<file path="config.mk">
export PLATFORM = sky130hd
export DESIGN_NAME = capture_ctrl
export DESIGN_NICKNAME = d
export VERILOG_FILES = /design/src/rtl/capture_ctrl.sv
export SDC_FILE = /design/constraint.sdc
export NUM_CORES = 1
export LEC_CHECK = 0
export CAP_MARGIN = 20
export CELL_PAD_IN_SITES_DETAIL_PLACEMENT = 0
export CELL_PAD_IN_SITES_GLOBAL_PLACEMENT = 1
export CORE_MARGIN = 5
export CORE_UTILIZATION = 42
export CTS_BUF_LIST = sky130_fd_sc_hd__clkbuf_8
export DETAILED_ROUTE_END_ITERATION = 12
export GPL_TIMING_DRIVEN = 0
export HOLD_SLACK_MARGIN = 0.05
export PLACE_DENSITY_LB_ADDON = 0.1
export SLEW_MARGIN = 30
export SYNTH_ARGS = -nofsm -noshare
export SYNTH_HDL_FRONTEND = slang
export SYNTH_SLANG_ARGS = --single-unit
</file>
<file path="constraint.sdc">
create_clock -name clk -period 6.3 [get_ports clk]
set_input_delay 1.26 -clock clk [delete_from_list [all_inputs] [get_ports clk]]
set_output_delay 1.26 -clock clk [all_outputs]
set_load 0.01 [all_outputs]
</file>
<file path="src/rtl/capture_ctrl.sv">
// Capture sequencer for the logic-analyzer sample RAM: circular write pointer,
// pre-trigger fill, channel arming, AND-trigger and post-trigger count.
module capture_ctrl #(
  parameter int unsigned DEPTH = 384,
  parameter int unsigned AW    = 9
) (
  input  logic          clk,
  input  logic          rst,
  input  logic          capture_start,
  input  logic          capture_clr,
  input  logic [AW-1:0] trig_pos,
  input  logic          smpl_en,
  input  logic [4:0]    ch_trig,
  output logic          armed,
  output logic          we,
  output logic [AW-1:0] waddr,
  output logic          triggered,
  output logic [AW-1:0] trig_addr,
  output logic          capture_done
);

  localparam logic [AW-1:0] LAST = AW'(DEPTH - 1);

  typedef enum logic [2:0] {IDLE, PRE, ARMED, POST, DONE} state_t;

  state_t        state_q, state_d;
  logic [AW-1:0] tp_q, tp_d;
  logic [AW-1:0] cnt_q, cnt_d;
  logic [AW-1:0] waddr_d, trig_addr_d;
  logic [AW-1:0] tp_sat;
  logic          triggered_d;

  assign tp_sat = (trig_pos > LAST) ? LAST : trig_pos;
  assign we     = smpl_en & ((state_q == PRE) | (state_q == ARMED) | (state_q == POST));

  // Next-state logic; cnt_q counts down the writes remaining in PRE/POST minus one
  always_comb begin
    state_d     = state_q;
    tp_d        = tp_q;
    cnt_d       = cnt_q;
    waddr_d     = waddr;
    trig_addr_d = trig_addr;
    triggered_d = triggered;

    if (we) begin
      waddr_d = (waddr == LAST) ? '0 : waddr + AW'(1);
    end

    if (capture_clr) begin
      state_d     = IDLE;
      triggered_d = 1'b0;
    end else begin
      case (state_q)
        IDLE: begin
          if (capture_start) begin
            tp_d    = tp_sat;
            cnt_d   = LAST - tp_sat;
            waddr_d = '0;
            state_d = PRE;
          end
        end
        PRE: begin
          if (smpl_en) begin
            if (cnt_q == '0) state_d = ARMED;
            else             cnt_d   = cnt_q - AW'(1);
          end
        end
        ARMED: begin
          if (smpl_en && (&ch_trig)) begin
            trig_addr_d = waddr;
            triggered_d = 1'b1;
            if (tp_q == '0) begin
              state_d = DONE;
            end else begin
              cnt_d   = tp_q - AW'(1);
              state_d = POST;
            end
          end
        end
        POST: begin
          if (smpl_en) begin
            if (cnt_q == '0) state_d = DONE;
            else             cnt_d   = cnt_q - AW'(1);
          end
        end
        DONE:    ;
        default: state_d = IDLE;
      endcase
    end
  end

  // armed and capture_done come straight off flops so downstream clears never glitch
  always_ff @(posedge clk) begin
    if (rst) begin
      state_q      <= IDLE;
      tp_q         <= '0;
      cnt_q        <= '0;
      waddr        <= '0;
      trig_addr    <= '0;
      triggered    <= 1'b0;
      armed        <= 1'b0;
      capture_done <= 1'b0;
    end else begin
      state_q      <= state_d;
      tp_q         <= tp_d;
      cnt_q        <= cnt_d;
      waddr        <= waddr_d;
      trig_addr    <= trig_addr_d;
      triggered    <= triggered_d;
      armed        <= (state_d == ARMED);
      capture_done <= (state_d == DONE);
    end
  end

endmodule

</file>
==> insert_results.sql, run 1 <==
INSERT INTO impl_metrics (metric_group, metric, value, unit) VALUES
('global_routing', 'grt_start_max_net_pins', '14', ''),
('floorplan', 'initial_util', '42.68', '%'),
('critical_path', 'cp_common_cell', 'sky130_fd_sc_hd__clkdlybuf4s50_1', ''),
('floorplan', 'io-pin-count', '41', ''),
('route', 'drt_drc_violations_left', '0', ''),
('floorplan', 'fp.dieH', '81.35', 'um'),
('floorplan', 'die_width', '81.35', 'um'),
('route', 'drt-wirelength-per-cell', '14.69', 'um'),
('sta', 'number_of_pins_with_negative_max_slew_slack_in_the_final_report', '0', ''),
('route', 'postRouteAntennaNets', '0', ''),
('placed_design', 'gpl.final_weighted_congestion', '0.8361', ''),
('critical_path', 'cp-start-kind', 'input pin', ''),
('placed_design', 'numPortBuffers', '39', ''),
('layout', 'area.growth.synth_to_final', '27.74', '%'),
('cts', 'cts.clk_slew.worst_paths', '0.08', 'ns'),
('sta', 'total_count_of_hold_check_failures_in_the_final_report', '0', ''),
('route', 'drt_pre_antenna_iters', '4', ''),
('yosys', 'yosys_warnings', '0', ''),
('layout', 'utilization', '54.52', '%'),
('cts', 'post_cts_resize_count', '0', ''),
('cts', 'cts.sinks', '42', ''),
('cts', 'postCtsSetupRepairBufs', '0', ''),
('cts', 'cts_buffer_count', '5', ''),
('worst_hold_path', 'hold-path-cell-count', '2', ''),
('yosys', 'ys_dominant_reg_cell', 'sky130_fd_sc_hd__dfxtp_1', ''),
('route', 'detailroute.via_count', '2052', ''),
('route', 'topRoutingLayerUsed', 'met4', ''),
('critical_path', 'critPathArrivalTime', '2.76', 'ns'),
('floorplan', 'core.rowCount', '26', ''),
('placed_design', 'post-dp-hpwl', '4.175', 'mm'),
('power', 'ir_worst_vdd', '0.0001819', 'V'),
('global_routing', 'global_route.overflow_total', '0', ''),
('yosys', 'synthDistinctLibCells', '45', ''),
('layout', 'fillers', '499', ''),
('layout', 'final_common_cell', 'sky130_fd_sc_hd__dfxtp_1', ''),
('yosys', 'postSynthCellCount', '264', ''),
('layout', 'antenna_cells_inserted', '0', ''),
('critical_path', 'worst-endpoint-required', '5.04', 'ns'),
('sta', 'grt_setup_unrepaired', 'false', ''),
('sta', 'setup_viol', '0', ''),
('worst_hold_path', 'worst_min_path_class', 'reg2reg', ''),
('layout', 'layout.cells.most_common_list', '42 x sky130_fd_sc_hd__dfxtp_1, 39 x sky130_fd_sc_hd__nand2_1, 39 x sky130_fd_sc_hd__clkdlybuf4s50_1, 26 x sky130_fd_sc_hd__nor2_1, 23 x sky130_fd_sc_hd__a21oi_1', ''),
('placed_design', 'dpl-instance-area', '2623', 'um2'),
('power', 'cellPowerDensity', '218.7', 'nW/um2'),
('route', 'detailroute.wirelength.met2', '2.422', 'mm'),
('sta', 'period_minus_slack', '4.022', 'ns'),
('sta', 'fin_setup_tns', '0', 'ns'),
('yosys', 'synthesized_area_per_cell', '8.100', 'um2'),
('global_routing', 'global_route.usage.total', '18.19', '%'),
('yosys', 'synth_seq_cells', '42', ''),
('floorplan', 'floorplan.core_area', '5010', 'um2'),
('layout', 'final_nets', '331', ''),
('layout', 'final_layout_size_suffix_gt1_share', '7.395', '%'),
('route', 'met3_length', '269', 'um'),
('sta', 'max_freq', '248.7', 'MHz'),
('critical_path', 'timing.critical_path.slowest_cell_delay', '0.59', 'ns'),
('global_routing', 'antenna_found_initial', '0', ''),
('yosys', 'post_syn_area', '2138', 'um2'),
('cts', 'clk-insertion-delay-late', '0.29', 'ns'),
('worst_hold_path', 'whs_endpoint', 'trig_addr[6]', ''),
('outcome', 'status', 'completed', ''),
('critical_path', 'critPathSlowestCell', 'sky130_fd_sc_hd__clkdlybuf4s50_1', ''),
('critical_path', 'cells_traversed_along_the_worst_timing_path', 'clkdlybuf4s50_1, inv_1, nor2_2, clkdlybuf4s50_1', ''),
('cts', 'cts_tree', 'done', ''),
('route', 'totalWireLength', '5.595', 'mm'),
('critical_path', 'reg2reg_slack', '3.67', 'ns'),
('critical_path', 'critical_path.reg2reg.endpoint', 'cnt_q[8]', ''),
('sta', 'tightestPinTransition', '0.6643', 'ns'),
('sta', 'layout_worst_path_cycle_share', '63.84', '%'),
('worst_hold_path', 'timing.hold.worst.start', 'trig_addr[6]', ''),
('global_routing', 'grt_first_pass_wirelength', '9.252', 'mm');
[layout make-up]
cell class	instances	area (um2)	share of cell area, %
Multi-Input combinational cell	206	1239	45.35
Buffer	11	46.29	1.695
Inverter	5	18.77	0.6871
Sequential cell	42	840.8	30.78
Clock inverter	3	40.04	1.466
Timing Repair Buffer	39	390.4	14.29
Clock buffer	5	68.82	2.519
Tap cell	70	87.58	3.207
[power by group]
group          switching [uW]  internal, uW  leakage (uW)
registers                11.3           274      0.000341
logic                    54.8          44.4      0.000541
clock network            95.9           117     0.0000579
[worst max path at each step]
stage                     slack [ns]  cells past startpoint  endpoint     from
final                           2.28                      4        we  smpl_en
after global routing            2.18                      4        we  smpl_en
after CTS                       2.26                      4        we  smpl_en
after detailed placement        2.26                      4        we  smpl_en
after global placement          2.25                      4        we  smpl_en
after floorplan                 3.48                      2        we  smpl_en
[cells by family after synthesis]
kind of cell	Yosys count	share of synthesized area, %
simple gates	112	26.04
buf+inv	16	3.043
flops	42	39.32
compound gates	70	20.72
xor+xnor	12	4.915
fa+ha+maj	2	1.170
mux	10	4.798
[synthesized netlist by cell type (2+ instances only)]
cell type,instances,share of area (%)
sky130_fd_sc_hd__a211o_1,2,0.82
sky130_fd_sc_hd__a211oi_1,11,3.9
sky130_fd_sc_hd__a21oi_1,23,5.4
sky130_fd_sc_hd__a221oi_1,2,0.82
sky130_fd_sc_hd__a31o_2,2,0.82
sky130_fd_sc_hd__a31oi_1,5,1.5
sky130_fd_sc_hd__a32oi_1,2,0.82
sky130_fd_sc_hd__and2_1,3,0.88
sky130_fd_sc_hd__and3_1,2,0.59
sky130_fd_sc_hd__buf_2,4,0.94
sky130_fd_sc_hd__clkbuf_1,7,1.2
sky130_fd_sc_hd__dfxtp_1,42,39
sky130_fd_sc_hd__ha_1,2,1.2
sky130_fd_sc_hd__inv_1,4,0.70
sky130_fd_sc_hd__mux2_2,2,1.1
sky130_fd_sc_hd__mux2i_1,8,3.7
sky130_fd_sc_hd__nand2_1,39,6.8
sky130_fd_sc_hd__nand2b_1,2,0.59
sky130_fd_sc_hd__nand3_1,5,1.2
sky130_fd_sc_hd__nand4_1,4,1.2
sky130_fd_sc_hd__nor2_1,26,4.6
sky130_fd_sc_hd__nor2b_1,3,0.88
sky130_fd_sc_hd__nor3_1,14,3.3
sky130_fd_sc_hd__o2111ai_1,2,0.82
sky130_fd_sc_hd__o21ai_0,14,3.3
sky130_fd_sc_hd__o21ai_1,2,0.47
sky130_fd_sc_hd__or3_1,3,0.88
sky130_fd_sc_hd__or4_1,2,0.70
sky130_fd_sc_hd__xnor2_1,7,2.9
sky130_fd_sc_hd__xor2_1,5,2.0
[metal layers]
layer / global-route usage, % / up-vias
met3: 3.991 / 8
met4: 4.561 / 0
met1: 26.87 / 956
met2: 26.55 / 42
met5: 0 / -
li1: - / 1046
[critical path: cells and delay by family]
| family | cells | cell delay [ns] |
|---|---|---|
| buffers and inverters | 3 | 1.25 |
| and+or+nand+nor | 1 | 0.25 |
[through the flow]
stage          cells  worst slack [ns]  total power [uW]  hold slack [ns]
3_3_place_gp     373             2.252             389.3           0.4398
5_1_grt          381             2.184             625.4           0.4781
2_1_floorplan    264             3.475             356.9           0.4419
4_1_cts          381             2.255             602.4           0.4538
3_5_place_dp     373             2.256             390.4           0.4445
6_report         381             2.278             597.3           0.4517
[registers in the layout, summed over array words and instances (netlist names)]
register,cells
cnt_q,9
tp_q,9
trig_addr,9
waddr,9
state_q,3
armed,1
capture_done,1
triggered,1
Power figures use the tool's default switching activity.
==> inputs of run 2 (changes only) <==
--- a/config.mk
+++ b/config.mk
@@ -9,7 +9,7 @@
 export CELL_PAD_IN_SITES_DETAIL_PLACEMENT = 0
 export CELL_PAD_IN_SITES_GLOBAL_PLACEMENT = 1
 export CORE_MARGIN = 5
-export CORE_UTILIZATION = 42
+export CORE_UTILIZATION = 35
 export CTS_BUF_LIST = sky130_fd_sc_hd__clkbuf_8
 export DETAILED_ROUTE_END_ITERATION = 12
 export GPL_TIMING_DRIVEN = 0
==> constraint.sdc (replaced) <==
create_clock -name clk -period 3.3 [get_ports clk]
set_input_delay 0.66 -clock clk [delete_from_list [all_inputs] [get_ports clk]]
set_output_delay 0.66 -clock clk [all_outputs]
set_load 0.01 [all_outputs]
==> run 2 against run 1 <==
  * Sequential share of layout area grew 0.085 points
  * Sequential power increased by 91%
  * Register-to-register slack got worse by 3.0 ns
  * Flip-flop and latch count stayed put
  * Critical path type is now reg2out
==> insert_results.sql, run 2 (synthesized netlist as in run 1, its figures left out) <==
INSERT INTO impl_metrics (metric_group, metric, value, unit) VALUES
('route', 'dr.first_iter.drc_count', '54', ''),
('layout', 'final_nets', '331', ''),
('global_routing', 'grt_start_max_net_pins', '17', ''),
('layout', 'area.growth.synth_to_final', '27.38', '%'),
('critical_path', 'worst-endpoint-required', '2.64', 'ns'),
('layout', 'register_area', '840.8', 'um2'),
('sta', 'total_count_of_hold_check_failures_in_the_final_report', '0', ''),
('cts', 'cts.clk_slew.worst_paths', '0.09', 'ns'),
('cts', 'cts_tree', 'done', ''),
('critical_path', 'cell_type_group_with_the_largest_total_delay_on_the_critical_path', 'buffers and inverters', ''),
('layout', 'final_layout_size_suffix_gt1_share', '7.395', '%'),
('sta', 'max_freq', '346.0', 'MHz'),
('route', 'drt-wirelength-per-cell', '14.53', 'um'),
('critical_path', 'critical_path.reg2reg.startpoint', 'state_q[2]', ''),
('sta', 'relSlewSlack', '59.90', '%'),
('floorplan', 'io-pin-count', '41', ''),
('cts', 'clk-insertion-delay-late', '0.30', 'ns'),
('critical_path', 'cp_num_buf_inv', '3', ''),
('layout', 'fillers', '628', ''),
('route', 'postRouteAntennaNets', '0', ''),
('cts', 'cts_buffer_count', '5', ''),
('sta', 'fin_setup_tns', '0', 'ns'),
('floorplan', 'floorplan.core_area', '5921', 'um2'),
('route', 'detailroute.via_count', '2023', ''),
('cts', 'postCtsSetupRepairBufs', '0', ''),
('global_routing', 'antenna_found_initial', '0', ''),
('global_routing', 'grt_first_pass_wirelength', '9.446', 'mm'),
('global_routing', 'grt_pass1_vias', '1944', ''),
('critical_path', 'reg2reg_slack', '0.68', 'ns'),
('critical_path', 'timing.critical_path.slowest_cell_delay', '0.60', 'ns'),
('critical_path', 'cells_traversed_along_the_worst_timing_path', 'buf_2, o21bai_1, clkbuf_1, nor2_2, clkdlybuf4s50_1', ''),
('cts', 'post_cts_resize_count', '0', ''),
('route', 'route.detailed.vias_per_inst', '5.241', ''),
('sta', 'grt_setup_unrepaired', 'false', ''),
('sta', 'period_minus_slack', '2.890', 'ns'),
('global_routing', 'global_route.usage.total', '15.44', '%'),
('layout', 'multi_input_comb_area', '1239', 'um2'),
('critical_path', 'crit_path_end_kind', 'primary output', ''),
('floorplan', 'fp.dieH', '88.16', 'um'),
('route', 'totalWireLength', '5.609', 'mm'),
('placed_design', 'numPortBuffers', '39', ''),
('worst_hold_path', 'worst_min_path_class', 'reg2reg', ''),
('sta', 'hold_slack', '0.4536', 'ns'),
('sta', 'clock-skew-final', '0.009970', 'ns'),
('cts', 'cts_hold_buf', '0', ''),
('power', 'ir_worst_vdd', '0.0002560', 'V'),
('floorplan', 'core.rowCount', '28', ''),
('global_routing', 'global_route.overflow_total', '0', ''),
('outcome', 'status', 'completed', ''),
('cts', 'cts-root-buf', 'sky130_fd_sc_hd__clkbuf_8', ''),
('sta', 'number_of_pins_with_negative_max_slew_slack_in_the_final_report', '0', ''),
('sta', 'tightestPinTransition', '0.5995', 'ns'),
('layout', 'layout.cells.most_common_list', '42 x sky130_fd_sc_hd__dfxtp_1, 39 x sky130_fd_sc_hd__nand2_1, 39 x sky130_fd_sc_hd__clkdlybuf4s50_1, 26 x sky130_fd_sc_hd__nor2_1, 23 x sky130_fd_sc_hd__a21oi_1', ''),
('sta', 'setup_viol', '0', ''),
('power', 'leakagePower', '0.0009320', 'uW'),
('placed_design', 'post-dp-hpwl', '4.349', 'mm'),
('floorplan', 'die_area', '7772', 'um2'),
('critical_path', 'critPathSlowestCell', 'sky130_fd_sc_hd__clkdlybuf4s50_1', ''),
('critical_path', 'critPathArrivalTime', '2.23', 'ns'),
('power', 'p_total', '1093', 'uW'),
('cts', 'cts.sinks', '42', ''),
('critical_path', 'critPathKind', 'reg2out', ''),
('floorplan', 'initial_util', '36.12', '%'),
('worst_hold_path', 'timing.hold.worst.start', 'trig_addr[8]', ''),
('cts', 'cts_max_path_buffers', '2', ''),
('cts', 'h-tree-depth', '2', ''),
('route', 'drt_drc_violations_left', '0', ''),
('critical_path', 'crit_fanout', '10', ''),
('sta', 'layout_worst_path_cycle_share', '87.58', '%'),
('layout', 'final_common_cell', 'sky130_fd_sc_hd__dfxtp_1', ''),
('critical_path', 'cp-start-kind', 'flop', ''),
('placed_design', 'gpl.final_weighted_congestion', '0.8141', ''),
('critical_path', 'crit_path_start', 'state_q[0]', ''),
('layout', 'antenna_cells_inserted', '0', ''),
('power', 'cellPowerDensity', '401.1', 'nW/um2'),
('route', 'drt_pre_antenna_iters', '4', ''),
('floorplan', 'die_width', '88.16', 'um'),
('run', 'cap_viol_max_count', '0', '');
[run 2: cell count changes in the layout (fill, tap and decap cells not counted), sizes merged]
cell,previous run,this run
inv,5,8
bufinv,1,0
clkinv,2,0
[run 2: worst register-to-register path: stages (launching register included)]
cell                       delay (ns)
sky130_fd_sc_hd__dfxtp_1         0.37
sky130_fd_sc_hd__nand2b_1        0.21
sky130_fd_sc_hd__buf_2           0.31
sky130_fd_sc_hd__mux2i_1         0.27
sky130_fd_sc_hd__ha_1            0.29
sky130_fd_sc_hd__nor4bb_1        0.24
sky130_fd_sc_hd__a32oi_1         0.17
sky130_fd_sc_hd__or3_1           0.39
sky130_fd_sc_hd__a31oi_1         0.17
sky130_fd_sc_hd__a211oi_1        0.08
[run 2: metrics by stage]
step	instances	util [%]	cell area (um2)	setup WS [ns]
6_report	386	46.01	2724	0.4099
5_1_grt	386	46.01	2724	0.2877
4_1_cts	386	46.01	2724	0.4189
3_5_place_dp	378	44.40	2629	0.4486
3_3_place_gp	378	44.29	2623	0.3912
2_1_floorplan	264	-	2138	1.066
[run 2: worst paths after layout]
check,end,depth (start not counted)
max,we,5
min,trig_addr[8],2
max reg2reg,cnt_q[8],9
min reg2reg,trig_addr[8],2
[run 2: layout make-up]
type                       instances  share of cell area [%]
clock inverter                     3                  0.9646
buffer                            11                   1.700
tap                               75                   3.445
timing repair buffer              39                   14.33
multi-input combinational        206                   45.48
sequential                        42                   30.87
clock buffer                       5                   2.526
inverter                           5                  0.6890
[run 2: where the power goes]
group | total, uW | internal, uW | leakage [uW] | switching [uW]
combinational | 189 | 84.6 | 0.000541 | 104
sequential | 546 | 524 | 0.000341 | 22.1
clock | 358 | 157 | 0.0000495 | 201
total | 1090 | 766 | 0.000932 | 327
[run 2: metal layers]
metal / track usage, % / vias up / wire length [um]
met5: 0 / - / 0
met4: 3.709 / 0 / 46
met3: 2.540 / 5 / 328
met2: 26.85 / 45 / 2713
met1: 19.92 / 935 / 2521
li1: - / 1038 / -
